<file path="src/rtl/stream_pkg.sv">
`default_nettype none
// +-----------------------------------------------------------------------------+
// | Module      : stream_pkg                                                    |
// | Description : Shared types and default widths for the stream blocks.       |
// | Revision    : 1.0 - initial release                                         |
// +-----------------------------------------------------------------------------+
package stream_pkg;

  localparam int DATA_WIDTH_DEF = 32;
  localparam int CNT_WIDTH_DEF  = 16;
  localparam int GAP_WIDTH_DEF  = 4;

  typedef enum logic [1:0] {
    IDLE = 2'd0,
    SEND = 2'd1,
    GAP  = 2'd2
  } src_state_e;

  typedef logic [DATA_WIDTH_DEF-1:0] beat_t;

endpackage
`default_nettype wire

</file>
<file path="src/rtl/stream_burst_source.sv">
`default_nettype none
// +-----------------------------------------------------------------------------+
// | Module      : stream_burst_source                                           |
// | Description : Burst traffic source: one command -> incrementing beats on a  |
// |               valid/ready port with optional idle gaps between beats.       |
// | Revision    : 1.0 - initial release                                         |
// +-----------------------------------------------------------------------------+
module stream_burst_source
  import stream_pkg::*;
#(
  parameter int DATA_WIDTH = DATA_WIDTH_DEF,
  parameter int CNT_WIDTH  = CNT_WIDTH_DEF,
  parameter int GAP_WIDTH  = GAP_WIDTH_DEF
) (
  input  logic                  clk,
  input  logic                  rst,
  input  logic                  cmd_valid,
  output logic                  cmd_ready,
  input  logic [DATA_WIDTH-1:0] cmd_base,
  input  logic [CNT_WIDTH-1:0]  cmd_len,
  input  logic [GAP_WIDTH-1:0]  cmd_gap,
  output logic                  out_valid,
  input  logic                  out_ready,
  output logic [DATA_WIDTH-1:0] out_data,
  output logic                  out_last,
  output logic                  busy,
  output logic                  done,
  output logic [CNT_WIDTH-1:0]  beat_count
);

  src_state_e           r_state;
  logic [CNT_WIDTH-1:0] r_len;
  logic [GAP_WIDTH-1:0] r_gap;
  logic [GAP_WIDTH-1:0] r_gap_cnt;

  logic                 w_accept;
  logic [CNT_WIDTH-1:0] w_cnt_inc;
  logic [CNT_WIDTH-1:0] w_len_m1;

  assign cmd_ready = (r_state == IDLE);
  assign busy      = (r_state != IDLE);
  assign w_accept  = out_valid & out_ready;
  assign w_cnt_inc = beat_count + CNT_WIDTH'(1);
  assign w_len_m1  = r_len - CNT_WIDTH'(1);

  always_ff @(posedge clk) begin
    if (rst) begin
      r_state    <= IDLE;
      r_len      <= '0;
      r_gap      <= '0;
      r_gap_cnt  <= '0;
      out_valid  <= 1'b0;
      out_data   <= '0;
      out_last   <= 1'b0;
      done       <= 1'b0;
      beat_count <= '0;
    end else begin
      done <= 1'b0;
      case (r_state)
        IDLE: begin
          if (cmd_valid) begin
            beat_count <= '0;
            if (cmd_len != '0) begin
              r_len     <= cmd_len;
              r_gap     <= cmd_gap;
              out_data  <= cmd_base;
              out_valid <= 1'b1;
              out_last  <= (cmd_len == CNT_WIDTH'(1));
              r_state   <= SEND;
            end else begin
              // Empty burst: consume the command and just signal completion.
              done <= 1'b1;
            end
          end
        end

        SEND: begin
          if (w_accept) begin
            beat_count <= w_cnt_inc;
            if (out_last) begin
              out_valid <= 1'b0;
              out_last  <= 1'b0;
              done      <= 1'b1;
              r_state   <= IDLE;
            end else if (r_gap == '0) begin
              out_data <= out_data + DATA_WIDTH'(1);
              out_last <= (w_cnt_inc == w_len_m1);
            end else begin
              out_valid <= 1'b0;
              out_last  <= 1'b0;
              r_gap_cnt <= r_gap;
              r_state   <= GAP;
            end
          end
        end

        GAP: begin
          // beat_count already reflects the accepted beat, so it indexes the next one.
          if (r_gap_cnt == GAP_WIDTH'(1)) begin
            out_valid <= 1'b1;
            out_data  <= out_data + DATA_WIDTH'(1);
            out_last  <= (beat_count == w_len_m1);
            r_state   <= SEND;
          end else begin
            r_gap_cnt <= r_gap_cnt - GAP_WIDTH'(1);
          end
        end

        default: begin
          out_valid <= 1'b0;
          out_last  <= 1'b0;
          r_state   <= IDLE;
        end
      endcase
    end
  end

endmodule
`default_nettype wire

</file>
<file path="config.mk">
export PLATFORM = sky130hd
export DESIGN_NAME = stream_burst_source
export DESIGN_NICKNAME = d
export VERILOG_FILES = /design/src/rtl/stream_pkg.sv /design/src/rtl/stream_burst_source.sv
export SDC_FILE = /design/constraint.sdc
export NUM_CORES = 1
export LEC_CHECK = 0
export CAP_MARGIN = 5
export CELL_PAD_IN_SITES_DETAIL_PLACEMENT = 1
export CELL_PAD_IN_SITES_GLOBAL_PLACEMENT = 1
export CORE_UTILIZATION = 40
export CTS_CLUSTER_SIZE = 30
export DETAILED_ROUTE_END_ITERATION = 16
export PLACE_DENSITY_LB_ADDON = 0.15
export SLEW_MARGIN = 20
export SYNTH_ARGS = -nofsm -noshare
export SYNTH_HDL_FRONTEND = slang
export SYNTH_SLANG_ARGS = --single-unit
export TNS_END_PERCENT = 30
</file>
<file path="constraint.sdc">
create_clock -name clk -period 6.8 [get_ports clk]
set_input_delay 2.04 -clock clk [delete_from_list [all_inputs] [get_ports clk]]
set_output_delay 2.04 -clock clk [all_outputs]
set_load 0.1 [all_outputs]
</file>
Yosys cells after proc, flatten, opt, wreduce, memory -nomap -nowiden
Index checks and enable logic that the tools add are counted.

operators by class
  add/sub/neg operators = 4
  equal/unequal tests = 15
  mux-type cells = 41
  bitwise logic cells = 1
  reduce and logical (&&, ||, !) cells = 13

operators with widths
  operator                                                                 number
  32-bit 2-to-1 mux                                                        6
  32-bit one-hot mux with 3 select lines                                   1
  32-bit by 1-bit adder with 32-bit output (second input constant)         1
  16-bit equality test                                                     2
  16-bit 2-to-1 mux                                                        2
  16-bit one-hot mux with 2 select lines                                   1
  16-bit by 1-bit adder with 16-bit output (second input constant)         1
  16-bit by 1-bit equality test with 1-bit output (second input constant)  1
  1-bit 2-to-1 mux                                                         16
  4-bit 2-to-1 mux                                                         4
  16-bit nonzero test                                                      1
  16-bit by 1-bit subtractor with 16-bit output (second input constant)    1
  2-bit != test (second input constant)                                    7
  2-bit 2-to-1 mux                                                         6
  5-bit AND reduction                                                      2
  4-bit one-hot mux with 2 select lines                                    1
  7-bit AND reduction                                                      1
  1-bit one-hot mux with 3 select lines                                    2
  2-bit one-hot mux with 3 select lines                                    1
  3-bit AND reduction                                                      2
  2-bit nonzero test                                                       3
  4-bit by 1-bit equality test with 1-bit output (second input constant)   1
  4-bit zero test                                                          1
  4-bit AND reduction                                                      1
  other kinds (9)                                                          9

word-level totals
  register bits = 77
  input port bits = 56
  output and inout bits = 53
  logic and storage cells = 83

Logic depth before layout (Yosys ltp)
Gate-level depths: netlist (run 1).

  depth after elaboration = 6
  gate-level depth with buffers = 11
  gate-level depth less buffers = 9

Worst setup path after synthesis (run 1)
Ideal clock, no wire load.

  kind = register to output
  start point = register r_state[0]
  end point = output port busy
  arrival time = 2688 ps
  data required time = 4760 ps
  setup slack = 2072 ps
  stages on the path, launching flop included = 4
  path buffers = 0
  cell sequence = dfxtp_1 -> inv_1 -> ha_1 -> inv_1

on the way
  word-level cells in the longest chain between the ends = 1

ends and longest elaborated chain
  what                    line                       text
  start, declared         stream_burst_source.sv:31  src_state_e r_state;
  start signal, assigned  stream_burst_source.sv:48  r_state <= IDLE;
  start signal, assigned  stream_burst_source.sv:69  r_state <= SEND;
  start signal, assigned  stream_burst_source.sv:84  r_state <= IDLE;
  2-bit nonzero test      stream_burst_source.sv:41  assign busy = (r_state != IDLE);
  end, declared           stream_burst_source.sv:26  output logic busy,

Every way passes these cells.

Worst setup path in the final report (run 1)
Same ends and word-level chain as after synthesis.

==> impl_metrics.yaml, run 1 <==
floorplan:
  start_util_pct: 41.4
  dieArea_um2: 13000
  fp-row-count: 40
  die_x_um: 114
  coreArea_um2: 12100
  die_h_um: 114
  io_pins: 109
yosys:
  synth_top_area_cell: "dfxtp_1"
  ys_types: 64
  netlist_area_um2: 5010
  syn-num-nets: 720
  synth_area_leaders: "dfxtp_1, nor2_1, a21oi_1"
  synth_top_cell_area_share_pct: 30.4
  syn_avg_cell_area_um2: 7.65
  yosysSeqAreaShare_pct: 30.4
  synthArstFlopShare_pct: 0
  synth_edf_count: 0
  synthFlopType: "dfxtp_1"
  yosys_warnings: 0
  synthCells: 655
  ys_ff_latch: 76
final_layout:
  drive_gt1_share_pct: 4.73
  nNetsFinal: 800
  fillCellCount: 1496
  final_core_util_pct: 52.9
  area_delta_synth_final_pct: 28.0
  num_antenna_cells: 0
place:
  place_congestion: 0.913
  post-place-ws_ps: 2030
  hpwl_mm: 12.0
  place.port_buffers: 108
setup_path:
  endpoint_kind: "output pin"
  worstSetupPathType: "flip-flop to output pin"
  startpoint_type: "flip-flop"
  required_ps: 4760
  crit_arrival_ps: 2660
  cp_max_fo: 8
cts:
  ctsHoldBuffers: 0
  clk_latency_ps: 340
  post_cts_buffers: 0
  cts_resized: 0
  clk_path_buf_depth: 2
  cts_buffers: 9
  htreeDepth: 3
  clk_pin_slew_ps: 60
  clkSinkCount: 76
  root_buffer: "clkbuf_16"
  cts_tree: "done"
power_and_ir_drop:
  pwr-share-comb_pct: 61.3
  ir_drop_mv: 0.325
  intPower_mw: 1.34
  power_density_nw_per_um2: 451
  p_clk_share_pct: 15.3
  p_leak_nw: 2.32
  switching_power_mw: 1.55
  fin_total_pwr_mw: 2.89
  p_seq_share_pct: 23.3
  switching_share_pct: 53.5
global_routing:
  grt_pass1_vias: 5498
  antenna_found_initial: 0
  grt_pass1_wl_mm: 27.4
  gr-usage-all-layers_pct: 26.8
  overflow: 0
  grt_max_degree: 55
routing:
  firstDrtPassIters: 4
  ant_nets: 0
  drt_wl_total_mm: 16.7
  wl_per_cell_um: 18.4
  num_vias: 5356
  drc_errors: 0
  via_per_inst: 5.90
  drt_iter0_drc: 230
timing:
  finalSetupViolCount: 0
  max-slew-margin-rel_pct: 31.5
  fin_crit_sh_pct: 69.1
  setup_ws_ps: 2100
  clock.fmax_ghz: 0.213
  skew_ps: 9.12
  fin_setup_tns_ps: 0
  hold-worst-slack_ps: 502
  period_minus_slack_ps: 4700
  maxSlewViolCount: 0
  grt_setup_unrepaired: "false"
  worst_pin_slew_ps: 1020
  hold_viol_final: 0
run:
  cap_violations: 0
status:
  run_status: "completed"
hold_path:
  holdCritPathClass: "flip-flop to flip-flop"
state kept, by name (all words and copies together), names as in the netlist:
name / flops
r_state: 2
beat_count: 16
out_last: 1
r_gap: 4
done: 1
r_gap_cnt: 4
r_len: 16
out_data: 32
power by group through the flow:
stage | Sequential (mW) | Clock (mW) | Combinational (mW)
floorplan | 1.13 | 0 | 0.902
global placement | 0.674 | 0 | 1.72
detailed placement | 0.679 | 0 | 1.76
CTS | 0.673 | 0.452 | 1.77
global route | 0.692 | 0.469 | 1.90
finish | 0.675 | 0.442 | 1.77
cell usage in the layout (no fill, tap or decap), drive strengths merged, types with 15 or more instances in the layout:
cell type and count:
inv 20, nand2 53, nand3 28, nor2 74, o21ai 30, a21oi 50
clkdlybuf4s50 107, nor4 15, nor3 25, xnor2 27, mux2i 19, nand4 15
dfxtp 76, a21o 18
final cells by class:
type	count	area [um2]	share of cell area [%]
Clock inverter	2	10.0	0.156
Multi-Input combinational cell	514	3220	50.2
Inverter	20	75.1	1.17
Clock buffer	14	254	3.96
Sequential cell	76	1520	23.7
Timing Repair Buffer	114	1120	17.5
Tap cell	168	210	3.28
routing by layer:
metal	up-vias	wire length [um]	part of all wire, %	track usage, %
met5	-	0	0	0
met4	0	463	2.8	11.9
met3	32	618	3.7	4.25
met2	123	8380	50	48.0
met1	2636	7250	43	31.6
li1	2565	-	-	-
worst max-delay path, cell delays in order, from the launching register on:
cell,delay [ps]
dfxtp_1,470
inv_1,140
ha_1,360
inv_1,190
clkdlybuf4s50_1,1160
cell families after synthesis:
logic type               Yosys count  synth area share (%)
AND/OR/NAND/NOR                  273                  27.9
XOR/XNOR                          39                  7.37
AO/OA/AOI/OAI                    174                  22.8
flip-flops                        76                  30.4
buffers and inverters             65                  5.47
multiplexers                      19                  3.80
adder cells (fa/ha/maj)            9                  2.25
cell usage after synthesis (all sizes together) (3+ instances only):
library cell / n
a31oi: 4
a211oi: 14
a21o: 18
and3: 7
nand2: 53
inv: 20
a311oi: 3
nor4: 15
mux2i: 19
nor3b: 4
nor4b: 3
or4: 7
nand3: 28
o211ai: 4
nor3: 25
o21ai: 30
clkbuf: 37
xnor2: 27
nor2b: 9
dfxtp: 76
nand4: 15
nor2: 74
or3: 9
nand2b: 3
o22ai: 7
or2: 3
and4: 7
ha: 9
a22oi: 11
and2: 4
a21oi: 50
xor2: 10
buf: 8
o31ai: 8
per-stage QoR:
| stage | area [um2] | cells |
|---|---|---|
| floorplan | 5010 | 655 |
| global placement | 6150 | 892 |
| detailed placement | 6150 | 892 |
| CTS | 6410 | 908 |
| global route | 6410 | 908 |
| finish | 6410 | 908 |
path summary, 6_finish.rpt:
kind / from / endpoint / slack [ps] / depth (start not counted)
max: r_state[0] / busy / 2100 / 4
min: r_gap_cnt[1] / r_gap_cnt[1] / 500 / 2
max reg2reg: r_state[0] / out_data[16] / 3590 / 9
min reg2reg: r_gap_cnt[1] / r_gap_cnt[1] / 500 / 2
No activity file was read; power rests on OpenSTA's default activity.
==> inputs of run 2 (changes only) <==
--- a/config.mk
+++ b/config.mk
@@ -8,7 +8,7 @@
 export CAP_MARGIN = 5
 export CELL_PAD_IN_SITES_DETAIL_PLACEMENT = 1
 export CELL_PAD_IN_SITES_GLOBAL_PLACEMENT = 1
-export CORE_UTILIZATION = 40
+export CORE_UTILIZATION = 34
 export CTS_CLUSTER_SIZE = 30
 export DETAILED_ROUTE_END_ITERATION = 16
 export PLACE_DENSITY_LB_ADDON = 0.15
==> constraint.sdc (replaced) <==
create_clock -name clk -period 3.82 [get_ports clk]
set_input_delay 1.146 -clock clk [delete_from_list [all_inputs] [get_ports clk]]
set_output_delay 1.146 -clock clk [all_outputs]
set_load 0.1 [all_outputs]
==> impl_metrics.yaml, run 2 (same netlist as run 1, synthesis figures left out) <==
power_and_ir_drop:
  ir_drop_mv: 0.577
  power_density_nw_per_um2: 842
  fin_total_pwr_mw: 5.46
  p_leak_nw: 2.51
place:
  place_area_um2: 6120
  place_congestion: 0.847
  place.port_buffers: 108
  dp.cells: 915
  hpwl_mm: 12.7
final_layout:
  fin_cells: 931
  largest_reg_flops: 32
  regMostFlops: "out_data"
  nNetsFinal: 811
  area_delta_synth_final_pct: 29.3
  stdcell_area_um2: 6480
  final_cell_mix: "dfxtp_1, nor2_1, buf_4, clkdlybuf4s50_1, nand2_1"
  num_antenna_cells: 0
  layout_commonest_cell: "dfxtp_1"
  drive_gt1_share_pct: 13.8
  top_regs: "out_data x32, beat_count x16, r_len x16"
timing:
  hold-worst-slack_ps: 501
  worst_pin_slew_ps: 966
  finalSetupViolCount: 0
  maxSlewViolCount: 0
  hold_viol_final: 0
  fin_crit_sh_pct: 89.6
  period_minus_slack_ps: 3420
  skew_ps: 8.71
  clock.fmax_ghz: 0.292
  grt_setup_unrepaired: "false"
  max-slew-margin-rel_pct: 35.4
routing:
  drt_iter0_drc: 190
  via_per_inst: 5.73
  num_vias: 5336
  drt_wl_total_mm: 17.3
  drc_errors: 0
  wl_met3_um: 514
  wl_met2_mm: 8.57
  ant_nets: 0
  wl_per_cell_um: 18.6
  met1_length_mm: 7.88
  firstDrtPassIters: 4
  routed.top_layer: "met4"
setup_path:
  cp_max_fo: 18
  cp_slowest_stage_delay_ps: 600
  slowest_stage: "o311ai_1"
  worstSetupPathType: "primary input to flip-flop"
  endpoint_kind: "flip-flop"
  cp_top_family: "simple AND/OR/NAND/NOR gates"
  r2r_setup_slack_ps: 770
  startpoint: "cmd_len[4]"
  required_ps: 4050
  crit_chain: "clkdlybuf4s50_1 > nor4_1 > nand4_1 > o311ai_1 > buf_4 > or3b_2 > a21oi_1 > o22ai_1 > nor2_1"
  worst-path-buf-inv: 2
  r2r_start: "r_len[0]"
  startpoint_type: "primary input"
  crit_arrival_ps: 3650
hold_path:
  hp-start: "out_data[30]"
  holdCritPathClass: "flip-flop to flip-flop"
global_routing:
  grt_max_degree: 55
  grt_pass1_vias: 5361
  grt_pass1_wl_mm: 27.6
  antenna_found_initial: 0
  overflow: 0
  gr-usage-all-layers_pct: 23.3
cts:
  ctsHoldBuffers: 0
  post_cts_buffers: 0
  cts_tree: "done"
  root_buffer: "clkbuf_16"
  clk_latency_ps: 350
  cts_buffers: 9
  clk_pin_slew_ps: 60
  clkSinkCount: 76
  cts_resized: 0
  clk_path_buf_depth: 2
  htreeDepth: 3
floorplan:
  die_x_um: 123
  coreArea_um2: 14100
  io_pins: 109
  fp-row-count: 43
  dieArea_um2: 15200
  die_h_um: 123
  start_util_pct: 35.4
status:
  run_status: "completed"
run:
  cap_violations: 0
-- run 2: power by group --
part / switching, mW / internal (mW) / total (mW)
Clock: 0.367 / 0.674 / 1.04
Combinational: 2.21 / 0.984 / 3.20
Sequential: 0.253 / 0.962 / 1.21
Total: 2.83 / 2.62 / 5.46
-- run 2: layout make-up --
type	instances	area, um2
inverters	20	78.8
flip-flops and latches	76	1520
well taps	180	225
fillers	1718	7670
repair buffers	125	1070
multi-input cells	514	3230
clock buffers	12	256
clock inverters	4	95.1
-- run 2: worst min-delay path, stage by stage (launching register included) --
cell	delay, ps
dfxtp_1	340
nand2_1	60
a21oi_1	50
-- run 2: final timing paths --
path             endpoint  cells after the start
max          out_data[27]                      9
min          out_data[30]                      2
max reg2reg      out_last                      9
min reg2reg  out_data[30]                      2
-- run 2: metrics by stage --
stage          utilization (%)  setup TNS (ps)  setup slack, ps
2_1_floorplan                -               0              175
5_1_grt                   45.8               0             85.6
3_3_place_gp              43.3            -143            -77.9
3_5_place_dp              43.3           -1480             -178
6_report                  45.8               0              396
4_1_cts                   45.8               0              178
-- run 2: metal layers --
layer	vias up	GRT usage [%]
li1	2586	-
met1	2624	28.8
met2	99	40.5
met3	27	3.78
met4	0	8.89
met5	-	0
